===== config.mk =====
export PLATFORM = sky130hd
export DESIGN_NAME = hit_conditioner
export DESIGN_NICKNAME = d
export VERILOG_FILES = /design/src/rtl/tdc_pkg.sv /design/src/rtl/hit_chan_fsm.sv /design/src/rtl/hit_conditioner.sv
export SDC_FILE = /design/constraint.sdc
export NUM_CORES = 1
export LEC_CHECK = 0
export CAP_MARGIN = 0
export CORE_MARGIN = 2
export CORE_UTILIZATION = 60
export DETAILED_ROUTE_END_ITERATION = 8
export PLACE_DENSITY = 0.86
export SYNTH_ARGS = -nofsm -noshare
export SYNTH_HDL_FRONTEND = slang
export SYNTH_SLANG_ARGS = --single-unit

===== constraint.sdc =====
create_clock -name clk -period 4.25 [get_ports clk]
set_input_delay 1.275 -clock clk [delete_from_list [all_inputs] [get_ports clk]]
set_output_delay 1.275 -clock clk [all_outputs]
set_load 0.01 [all_outputs]

===== src/rtl/tdc_pkg.sv =====
// Shared definitions for the TDC hit front end: per-channel FSM encoding, default widths
// and the saturating hit-count helper.
package tdc_pkg;

  typedef enum logic [1:0] {
    StIdle    = 2'd0,
    StQual    = 2'd1,
    StDead    = 2'd2,
    StWaitLow = 2'd3
  } chan_state_e;

  localparam int unsigned DefNumCh      = 4;
  localparam int unsigned DefSyncStages = 2;
  localparam int unsigned DefMinWidth   = 2;
  localparam int unsigned DefDeadW      = 8;
  localparam int unsigned DefCntW       = 16;
  localparam int unsigned HitCountW     = 16;

  function automatic logic [HitCountW-1:0] sat_inc(input logic [HitCountW-1:0] value);
    return (value == {HitCountW{1'b1}}) ? value : value + HitCountW'(1);
  endfunction

endpackage


===== src/rtl/hit_chan_fsm.sv =====
// One hit channel: synchroniser, glitch qualifier, dead-time FSM and timestamp latch.
// With HIT_CONDITIONER_CNT_EN defined it also keeps a saturating count of accepted hits.
module hit_chan_fsm
  import tdc_pkg::*;
#(
  parameter int unsigned SYNC_STAGES = DefSyncStages,
  parameter int unsigned MIN_WIDTH   = DefMinWidth,
  parameter int unsigned DEAD_W      = DefDeadW,
  parameter int unsigned CNT_W       = DefCntW
) (
  input  logic                 clk,
  input  logic                 rst_n,
  input  logic                 enable,
  input  logic [DEAD_W-1:0]    dead_time,
  input  logic                 hit,
  input  logic [CNT_W-1:0]     coarse_cnt,
  output logic                 hit_valid,
  output logic [CNT_W-1:0]     hit_time
`ifdef HIT_CONDITIONER_CNT_EN
  ,
  output logic [HitCountW-1:0] hit_count
`endif
);

  // Holds values up to MIN_WIDTH so the "reached" compare never overflows.
  localparam int unsigned QcntW = (MIN_WIDTH > 1) ? $clog2(MIN_WIDTH + 1) : 1;

  logic [SYNC_STAGES-1:0] sync_q;
  logic                   s;

  chan_state_e            state_q, state_d;
  logic [QcntW-1:0]       qcnt_q, qcnt_d;
  logic [DEAD_W-1:0]      dcnt_q, dcnt_d;
  logic [CNT_W-1:0]       start_q, start_d;
  logic                   emit;
  logic                   hit_valid_q;
  logic [CNT_W-1:0]       hit_time_q;

  assign s = sync_q[SYNC_STAGES-1];

  always_ff @(posedge clk) begin
    if (!rst_n) begin
      sync_q <= '0;
    end else begin
      sync_q <= {sync_q[SYNC_STAGES-2:0], hit};
    end
  end

  always_comb begin
    state_d = state_q;
    qcnt_d  = qcnt_q;
    dcnt_d  = dcnt_q;
    start_d = start_q;
    emit    = 1'b0;

    if (!enable) begin
      state_d = StIdle;
      qcnt_d  = '0;
    end else begin
      unique case (state_q)
        StIdle: begin
          if (s) begin
            start_d = coarse_cnt;
            qcnt_d  = QcntW'(1);
            if (MIN_WIDTH == 1) begin
              emit = 1'b1;
            end else begin
              state_d = StQual;
            end
          end
        end
        StQual: begin
          if (!s) begin
            state_d = StIdle;
          end else if (qcnt_q + QcntW'(1) == QcntW'(MIN_WIDTH)) begin
            emit = 1'b1;
          end else begin
            qcnt_d = qcnt_q + QcntW'(1);
          end
        end
        StDead: begin
          if (dcnt_q <= DEAD_W'(1)) begin
            state_d = StWaitLow;
          end else begin
            dcnt_d = dcnt_q - DEAD_W'(1);
          end
        end
        StWaitLow: begin
          if (!s) begin
            state_d = StIdle;
          end
        end
        default: state_d = StIdle;
      endcase

      // dead_time is captured here, so later changes leave a running count alone.
      if (emit) begin
        state_d = (dead_time != '0) ? StDead : StWaitLow;
        dcnt_d  = dead_time;
        qcnt_d  = '0;
      end
    end
  end

  always_ff @(posedge clk) begin
    if (!rst_n) begin
      state_q     <= StIdle;
      qcnt_q      <= '0;
      dcnt_q      <= '0;
      start_q     <= '0;
      hit_valid_q <= 1'b0;
      hit_time_q  <= '0;
    end else begin
      state_q     <= state_d;
      qcnt_q      <= qcnt_d;
      dcnt_q      <= dcnt_d;
      start_q     <= start_d;
      hit_valid_q <= emit;
      if (emit) begin
        hit_time_q <= start_d;
      end
    end
  end

  assign hit_valid = hit_valid_q;
  assign hit_time  = hit_time_q;

`ifdef HIT_CONDITIONER_CNT_EN
  logic [HitCountW-1:0] hit_count_q;

  always_ff @(posedge clk) begin
    if (!rst_n) begin
      hit_count_q <= '0;
    end else if (emit) begin
      hit_count_q <= sat_inc(hit_count_q);
    end
  end

  assign hit_count = hit_count_q;
`endif

endmodule


===== src/rtl/hit_conditioner.sv =====
// Multi-channel hit conditioner: free-running coarse counter plus NUM_CH independent channels.
// Optional per-channel hit counters are enabled by defining HIT_CONDITIONER_CNT_EN.
module hit_conditioner
  import tdc_pkg::*;
#(
  parameter int unsigned NUM_CH      = DefNumCh,
  parameter int unsigned SYNC_STAGES = DefSyncStages,
  parameter int unsigned MIN_WIDTH   = DefMinWidth,
  parameter int unsigned DEAD_W      = DefDeadW,
  parameter int unsigned CNT_W       = DefCntW
) (
  input  logic                          clk,
  input  logic                          rst_n,
  input  logic                          enable,
  input  logic [DEAD_W-1:0]             dead_time,
  input  logic [NUM_CH-1:0]             hit,
  output logic [NUM_CH-1:0]             hit_valid,
  output logic [NUM_CH*CNT_W-1:0]       hit_time,
  output logic [CNT_W-1:0]              coarse_cnt
`ifdef HIT_CONDITIONER_CNT_EN
  ,
  output logic [NUM_CH*HitCountW-1:0]   hit_count
`endif
);

  logic [CNT_W-1:0] coarse_q;

  // Runs independently of enable so timestamps stay on one continuous timebase.
  always_ff @(posedge clk) begin
    if (!rst_n) begin
      coarse_q <= '0;
    end else begin
      coarse_q <= coarse_q + CNT_W'(1);
    end
  end

  assign coarse_cnt = coarse_q;

  for (genvar k = 0; k < NUM_CH; k++) begin : g_chan
    hit_chan_fsm #(
      .SYNC_STAGES (SYNC_STAGES),
      .MIN_WIDTH   (MIN_WIDTH),
      .DEAD_W      (DEAD_W),
      .CNT_W       (CNT_W)
    ) u_chan (
      .clk        (clk),
      .rst_n      (rst_n),
      .enable     (enable),
      .dead_time  (dead_time),
      .hit        (hit[k]),
      .coarse_cnt (coarse_q),
      .hit_valid  (hit_valid[k]),
      .hit_time   (hit_time[k*CNT_W +: CNT_W])
`ifdef HIT_CONDITIONER_CNT_EN
      ,
      .hit_count  (hit_count[k*HitCountW +: HitCountW])
`endif
    );
  end

endmodule

==> metrics.cfg, run 1 <==
[pwr]
p_per_area_nw_per_um2=376
p_leak_nw=4.42
p_int_w=0.00300
p_sw_share_pct=22.3
vdd_drop_max_v=0.000293
clkPwrFrac_pct=46.9
p_switching_w=0.000861
pwr-share-seq_pct=50.1
combinationalPowerShare_pct=3.0

[timing]
relSlewSlack_pct=33.8
hold_violations=0
timing.fmax_mhz=318
hold_ws_ns=0.433
skew_ns=0.0173
setup_violations=0
rsz0062_at_grt=no
setup_tns_ns=0
fin_crit_sh_pct=74.0
period_needed_ns=3.14
drv_slew=0
tightest_slew_ns=0.991

[yosys]
synth_adder_area_share_pct=1.90
synth_top_family_by_area=simple AND/OR/NAND/NOR gates
synthMuxAreaShare_pct=7.72
netlist_area_um2=8560
synth.distinct_cells=59
yosysWarnings=0
synth_top_flop_cell=dfxtp_1
yosysTopAreaCell=dfxtp_1
synth_area_per_cell_um2=9.24
synth_top_cell_area_share_pct=47.7
synth-compound-area-share_pct=17.2
synth_cells=927
synth_xor_area_share_pct=1.23
ys_ff_latch=204
synthTopCellsByArea=dfxtp_1 (48%), mux2i_1 (7.7%), o211a_1 (7.4%), nand2_1 (4.5%), nor2_1 (4.3%)
yosysSeqAreaShare_pct=47.7
syn-num-nets=955
async_reset_ff_share_pct=0
synthSimpleGateAreaFrac_pct=19.7
synth_enable_flop_cells=0

[die]
rows=43
die_w_um=123
initial_core_util_pct=61.4
dieArea_um2=15200
ios=99
coreArea_um2=13900
dieHeight_um=123

[global_route]
antenna_found_initial=0
first_global_vias=6441
grt_util_all_layers_pct=27.2
grt_overflow_total=0
grt_pass1_wl_um=32700
grt_max_degree=102

[cells_and_area]
area_growth_pct=19.9
n_antenna_cell=0
drive_gt1_share_pct=6.18
fin_nets=1016
utilization_pct=73.6

[clock_network]
cts-buffers-inserted=22
hold_buffers=0
htreeDepth=1
postCtsSetupRepairBufs=0
cts_resized=0
clk_path_buf_depth=3
cts_tree=built
cts_root_buf=clkbuf_16
cts.sink_count=204
cts.clk_slew.worst_paths_ns=0.06
clk_latency_ns=0.52

[worst_setup_path]
reg2reg_to=g_chan[3].u_chan.dcnt_q[7]
r2r_start=g_chan[3].u_chan.dcnt_q[2]
cp-endpoint=coarse_cnt[2]
worstSetupStartpoint=coarse_cnt[2]
crit_path_end_kind=output pin
critPathRequiredTime_ns=2.97
critPathTopFamily=flip-flops
cp.buffers_inverters=1
cpPeakStageDelay_ns=0.70
crit_fanout=10
arrival_ns=1.87
cp-start-kind=register
crit_path_top_delay_cell=dfxtp_1
critPathKind=reg2out
reg2reg_depth=5
cp.depth=1
cp_cell_sequence=clkdlybuf4s50_1
rrSetupSlack_ns=1.77

[detailed_routing]
route.detailed.drc=0
vias_per_cell=5.87
routedWlPerCell_um=17.6
drt_first_pass_iters=5
final_antenna_net_count=0
vias=6949
dr.first_iter.drc_count=571
wirelength_um=20900

[placed_design]
dpl.hpwl_um=12800
gp_congestion=0.861
portBuffers=98

[worst_hold_path]
hold_class=reg2reg
holdPathStages=1
holdCritStartpoint=g_chan[1].u_chan.sync_q[0]

[flow_run]
maxCapViolCount=0

[status]
status=completed

==> registers in the layout (all words and copies together) (netlist names) <==
register,cells
g_chan.u_chan.hit_time,64
g_chan.u_chan.qcnt_q,8
coarse_cnt,16
g_chan.u_chan.start_q,64
g_chan.u_chan.sync_q,8
g_chan.u_chan.hit_valid,4
g_chan.u_chan.dcnt_q,32
g_chan.u_chan.state_q,8
==> cells in the final DEF, fill, tap and decap left out, types with 13 or more instances in the layout <==
master,count
mux2i_1,66
clkbuf_16,22
clkdlybuf4s50_1,97
nor3_1,14
dfxtp_1,204
o211a_1,63
nor2b_1,26
o21ai_0,23
and2_1,32
nand2_1,102
buf_4,14
nor2_1,98
nand3_1,14
ha_1,13
inv_1,20
a21oi_1,32
a31oi_1,13
==> routing by layer <==
layer | vias to the layer above | part of all wire [%] | track usage (%)
met5 | - | 0 | 0
met4 | 0 | 2.7 | 9.30
met3 | 55 | 6.5 | 5.21
met2 | 222 | 48 | 46.2
met1 | 3309 | 43 | 34.5
li1 | 3363 | - | -
==> cells in the mapped netlist (all sizes together) (3+ instances only) <==
cell type    n
and2        32
o32ai        4
nand4        5
mux2i       66
nor3b        6
a21oi       33
o211a       63
a211o        3
nand2      102
nor4         9
o22ai        3
or3          8
or4          4
a31oi       14
nor2        98
clkbuf      60
inv         21
o21a         3
nand4b       5
o211ai       9
and3         6
dfxtp      204
buf         14
a21boi       5
nand3       14
xnor2       11
a22oi        3
and4b        4
o21ai       24
nor2b       26
o31ai        7
or2          3
a211oi       9
nand2b       4
nor3        14
ha          13
==> cell type report <==
class / instances / area [um2]
Timing Repair Buffer: 111 / 1080
Inverter: 21 / 78.8
Tap cell: 180 / 225
Clock inverter: 9 / 78.8
Sequential cell: 204 / 4080
Multi-Input combinational cell: 628 / 4100
Fill cell: 993 / 3670
Clock buffer: 30 / 621
==> through the flow <==
step	setup slack [ns]	instance area (um2)	std cells	power, W
detailed placement	0.784	9560	1144	0.00209
floorplan	1.64	8560	927	0.00204
global route	1.03	10300	1183	0.00396
CTS	1.14	10300	1183	0.00388
global placement	0.819	9560	1144	0.00208
finish	1.11	10300	1183	0.00386
==> cell families (layout without fill, tap and decap cells) <==
group | Yosys count | count (layout)
AO/OA/AOI/OAI | 191 | 191
XOR/XNOR | 12 | 12
adder cells (fa/ha/maj) | 13 | 13
buffers and inverters | 95 | 171
flip-flops | 204 | 204
multiplexers | 66 | 66
AND/OR/NAND/NOR | 346 | 346
==> worst min-delay path by stage <==
| stage | to | slack (ns) |
|---|---|---|
| 3_3_place_gp | g_chan[0].u_chan.sync_q[1] | 0.42 |
| 3_5_place_dp | g_chan[3].u_chan.sync_q[1] | 0.42 |
| 6_report | g_chan[1].u_chan.sync_q[1] | 0.43 |
| 2_1_floorplan | g_chan[0].u_chan.sync_q[1] | 0.41 |
| 4_1_cts | g_chan[1].u_chan.sync_q[1] | 0.44 |
| 5_1_grt | g_chan[3].u_chan.sync_q[1] | 0.44 |
==> power groups by stage <==
stage          logic (W)  clock network (W)  registers, W
2_1_floorplan  0.0000652                  0       0.00197
3_3_place_gp    0.000112                  0       0.00197
3_5_place_dp    0.000114                  0       0.00197
4_1_cts         0.000115            0.00183       0.00193
5_1_grt         0.000123            0.00191       0.00193
6_report        0.000116            0.00181       0.00193
(Power assumes the default switching activity.)
==> run 2, diff against run 1 <==
Settings changed: CORE_UTILIZATION 60 to 56, PLACE_DENSITY 0.86 to 0.81.
Clock period 4.25 ns to 3.2 ns, I/O delays scaled along.
==> run 2 against run 1 <==
Net effect: total power grew 36%; clock power grew 39%; sequential share of layout area shrank 1.1 points; clock skew shrank 0.0089 ns; routed wire length shrank 2.4%; cell area grew 3.0%; cell count grew 2.6%; count of clock-buffer cells in the layout shrank 2; first-iteration DRC count shrank 12%; non-clock buffer count grew 25; combinational power grew 47%.
==> metrics.cfg, run 2 (synthesis results as in run 1) <==
[cells_and_area]
layout_commonest_cell=dfxtp_1  ; unchanged
multi_input_area_um2=4100  ; unchanged
final-seq-area_um2=4080  ; unchanged
drive_gt1_share_pct=8.67  ; was 6.18%
area_growth_pct=23.4  ; was 19.9%
fin_nets=1040  ; was 1016
nFillCells=1172  ; was 993
final_cell_mix=dfxtp_1 (204), nand2_1 (102), nor2_1 (98)  ; unchanged
n_antenna_cell=0  ; unchanged

[detailed_routing]
dr.first_iter.drc_count=501  ; was 571
vias_per_cell=5.74  ; was 5.87
route.detailed.drc=0  ; unchanged
vias=6969  ; was 6949
final_antenna_net_count=0  ; unchanged
drt_first_pass_iters=5  ; unchanged
routedWlPerCell_um=16.8  ; was 17.6 um
wirelength_um=20400  ; was 20900 um

[global_route]
first_global_vias=6519  ; was 6441
antenna_found_initial=0  ; unchanged
grt_pass1_wl_um=33000  ; was 32700 um
grt_max_degree=67  ; was 102
grt_overflow_total=0  ; unchanged
grt_util_all_layers_pct=24.9  ; was 27.2%

[die]
coreArea_um2=15100  ; was 13900 um2
initial_core_util_pct=56.7  ; was 61.4%
dieHeight_um=128  ; was 123 um
dieArea_um2=16300  ; was 15200 um2
rows=45  ; was 43
die_w_um=128  ; was 123 um
ios=99  ; unchanged

[clock_network]
clk_path_buf_depth=3  ; unchanged
cts_resized=0  ; unchanged
cts_tree=built  ; unchanged
clk_latency_ns=0.49  ; was 0.52 ns
cts.sink_count=204  ; unchanged
hold_buffers=0  ; unchanged
postCtsSetupRepairBufs=0  ; unchanged
cts.clk_slew.worst_paths_ns=0.06  ; about the same
htreeDepth=1  ; unchanged
cts-buffers-inserted=21  ; was 22
cts_root_buf=clkbuf_16  ; unchanged

[pwr]
p_leak_nw=4.58  ; was 4.42 nW
clkPwrFrac_pct=48.0  ; was 46.9%
p_per_area_nw_per_um2=497  ; was 376 nW/um2
p_switching_w=0.00111  ; was 0.000861 W
p_sw_share_pct=21.1  ; was 22.3%
vdd_drop_max_v=0.000437  ; was 0.000293 V
p_int_w=0.00415  ; was 0.00300 W
combinationalPowerShare_pct=3.3  ; was 3.0%
pwr-share-seq_pct=48.7  ; was 50.1%

[placed_design]
dpl.hpwl_um=13000  ; was 12800 um
preCtsSetupSlack_ns=0.302  ; was 0.784 ns
portBuffers=98  ; unchanged
gp_congestion=0.878  ; was 0.861

[worst_setup_path]
critPathRequiredTime_ns=2.24  ; was 2.97 ns
crit_fanout=9  ; was 10
cp-start-kind=register  ; unchanged
critPathKind=reg2out  ; unchanged
arrival_ns=1.59  ; was 1.87 ns
crit_path_end_kind=output pin  ; unchanged

[timing]
timing.fmax_mhz=393
setup_ws_ns=0.653  ; was 1.11 ns
period_needed_ns=2.55
setup_tns_ns=0  ; unchanged
setup_violations=0  ; unchanged
fin_crit_sh_pct=79.6
drv_slew=0  ; unchanged
hold_violations=0  ; unchanged
rsz0062_at_grt=no  ; unchanged
tightest_slew_ns=0.800  ; was 0.991 ns
skew_ns=0.00843  ; was 0.0173 ns
relSlewSlack_pct=46.3  ; was 33.8%

[status]
status=completed  ; unchanged

[worst_hold_path]
hold_class=reg2reg  ; unchanged

[flow_run]
maxCapViolCount=0  ; unchanged

-- run 2: worst max-delay path, cell delays in order (launching register included) --
cell and delay, ns:
dfxtp_1 0.31, buf_4 0.19, clkdlybuf4s50_1 0.60
-- run 2: layout make-up --
type | instances | area share [%]
clock inverter | 9 | 1.02
multi-input combinational | 628 | 38.8
sequential | 204 | 38.7
inverter | 21 | 0.746
clock buffer | 28 | 5.89
timing repair buffer | 136 | 12.7
tap | 188 | 2.23
-- run 2: power by group through the flow --
stage / clock network [W] / logic (W) / registers (W)
final: 0.00252 / 0.000171 / 0.00256
after global routing: 0.00268 / 0.000182 / 0.00256
after CTS: 0.00256 / 0.000170 / 0.00256
after detailed placement: 0 / 0.000169 / 0.00262
after global placement: 0 / 0.000167 / 0.00262
after floorplan: 0 / 0.0000866 / 0.00262
-- run 2: worst paths after layout --
kind,start,end,slack (ns),cells after the start
max,coarse_cnt[11],coarse_cnt[11],0.65,2
min,g_chan[2].u_chan.sync_q[0],g_chan[2].u_chan.sync_q[1],0.43,1
max reg2reg,g_chan[3].u_chan.dcnt_q[2],g_chan[3].u_chan.dcnt_q[0],0.87,6
min reg2reg,g_chan[2].u_chan.sync_q[0],g_chan[2].u_chan.sync_q[1],0.43,1
-- run 2: through the flow --
| step | area [um2] | std cells | power [W] | util (%) | hold WS, ns |
|---|---|---|---|---|---|
| after floorplan | 8560 | 927 | 0.00270 | - | 0.412 |
| after global placement | 9840 | 1177 | 0.00278 | 65.2 | 0.417 |
| after detailed placement | 9840 | 1177 | 0.00278 | 65.2 | 0.420 |
| after CTS | 10600 | 1214 | 0.00529 | 70.0 | 0.434 |
| after global routing | 10600 | 1214 | 0.00542 | 70.0 | 0.441 |
| final | 10600 | 1214 | 0.00526 | 70.0 | 0.432 |
-- run 2: layer usage --
metal | up-vias | part of all wire [%] | GRT usage, %
li1 | 3406 | - | -
met1 | 3325 | 45 | 33.8
met2 | 205 | 47 | 41.2
met3 | 33 | 6.1 | 4.26
met4 | 0 | 2.1 | 6.72
met5 | - | 0 | 0
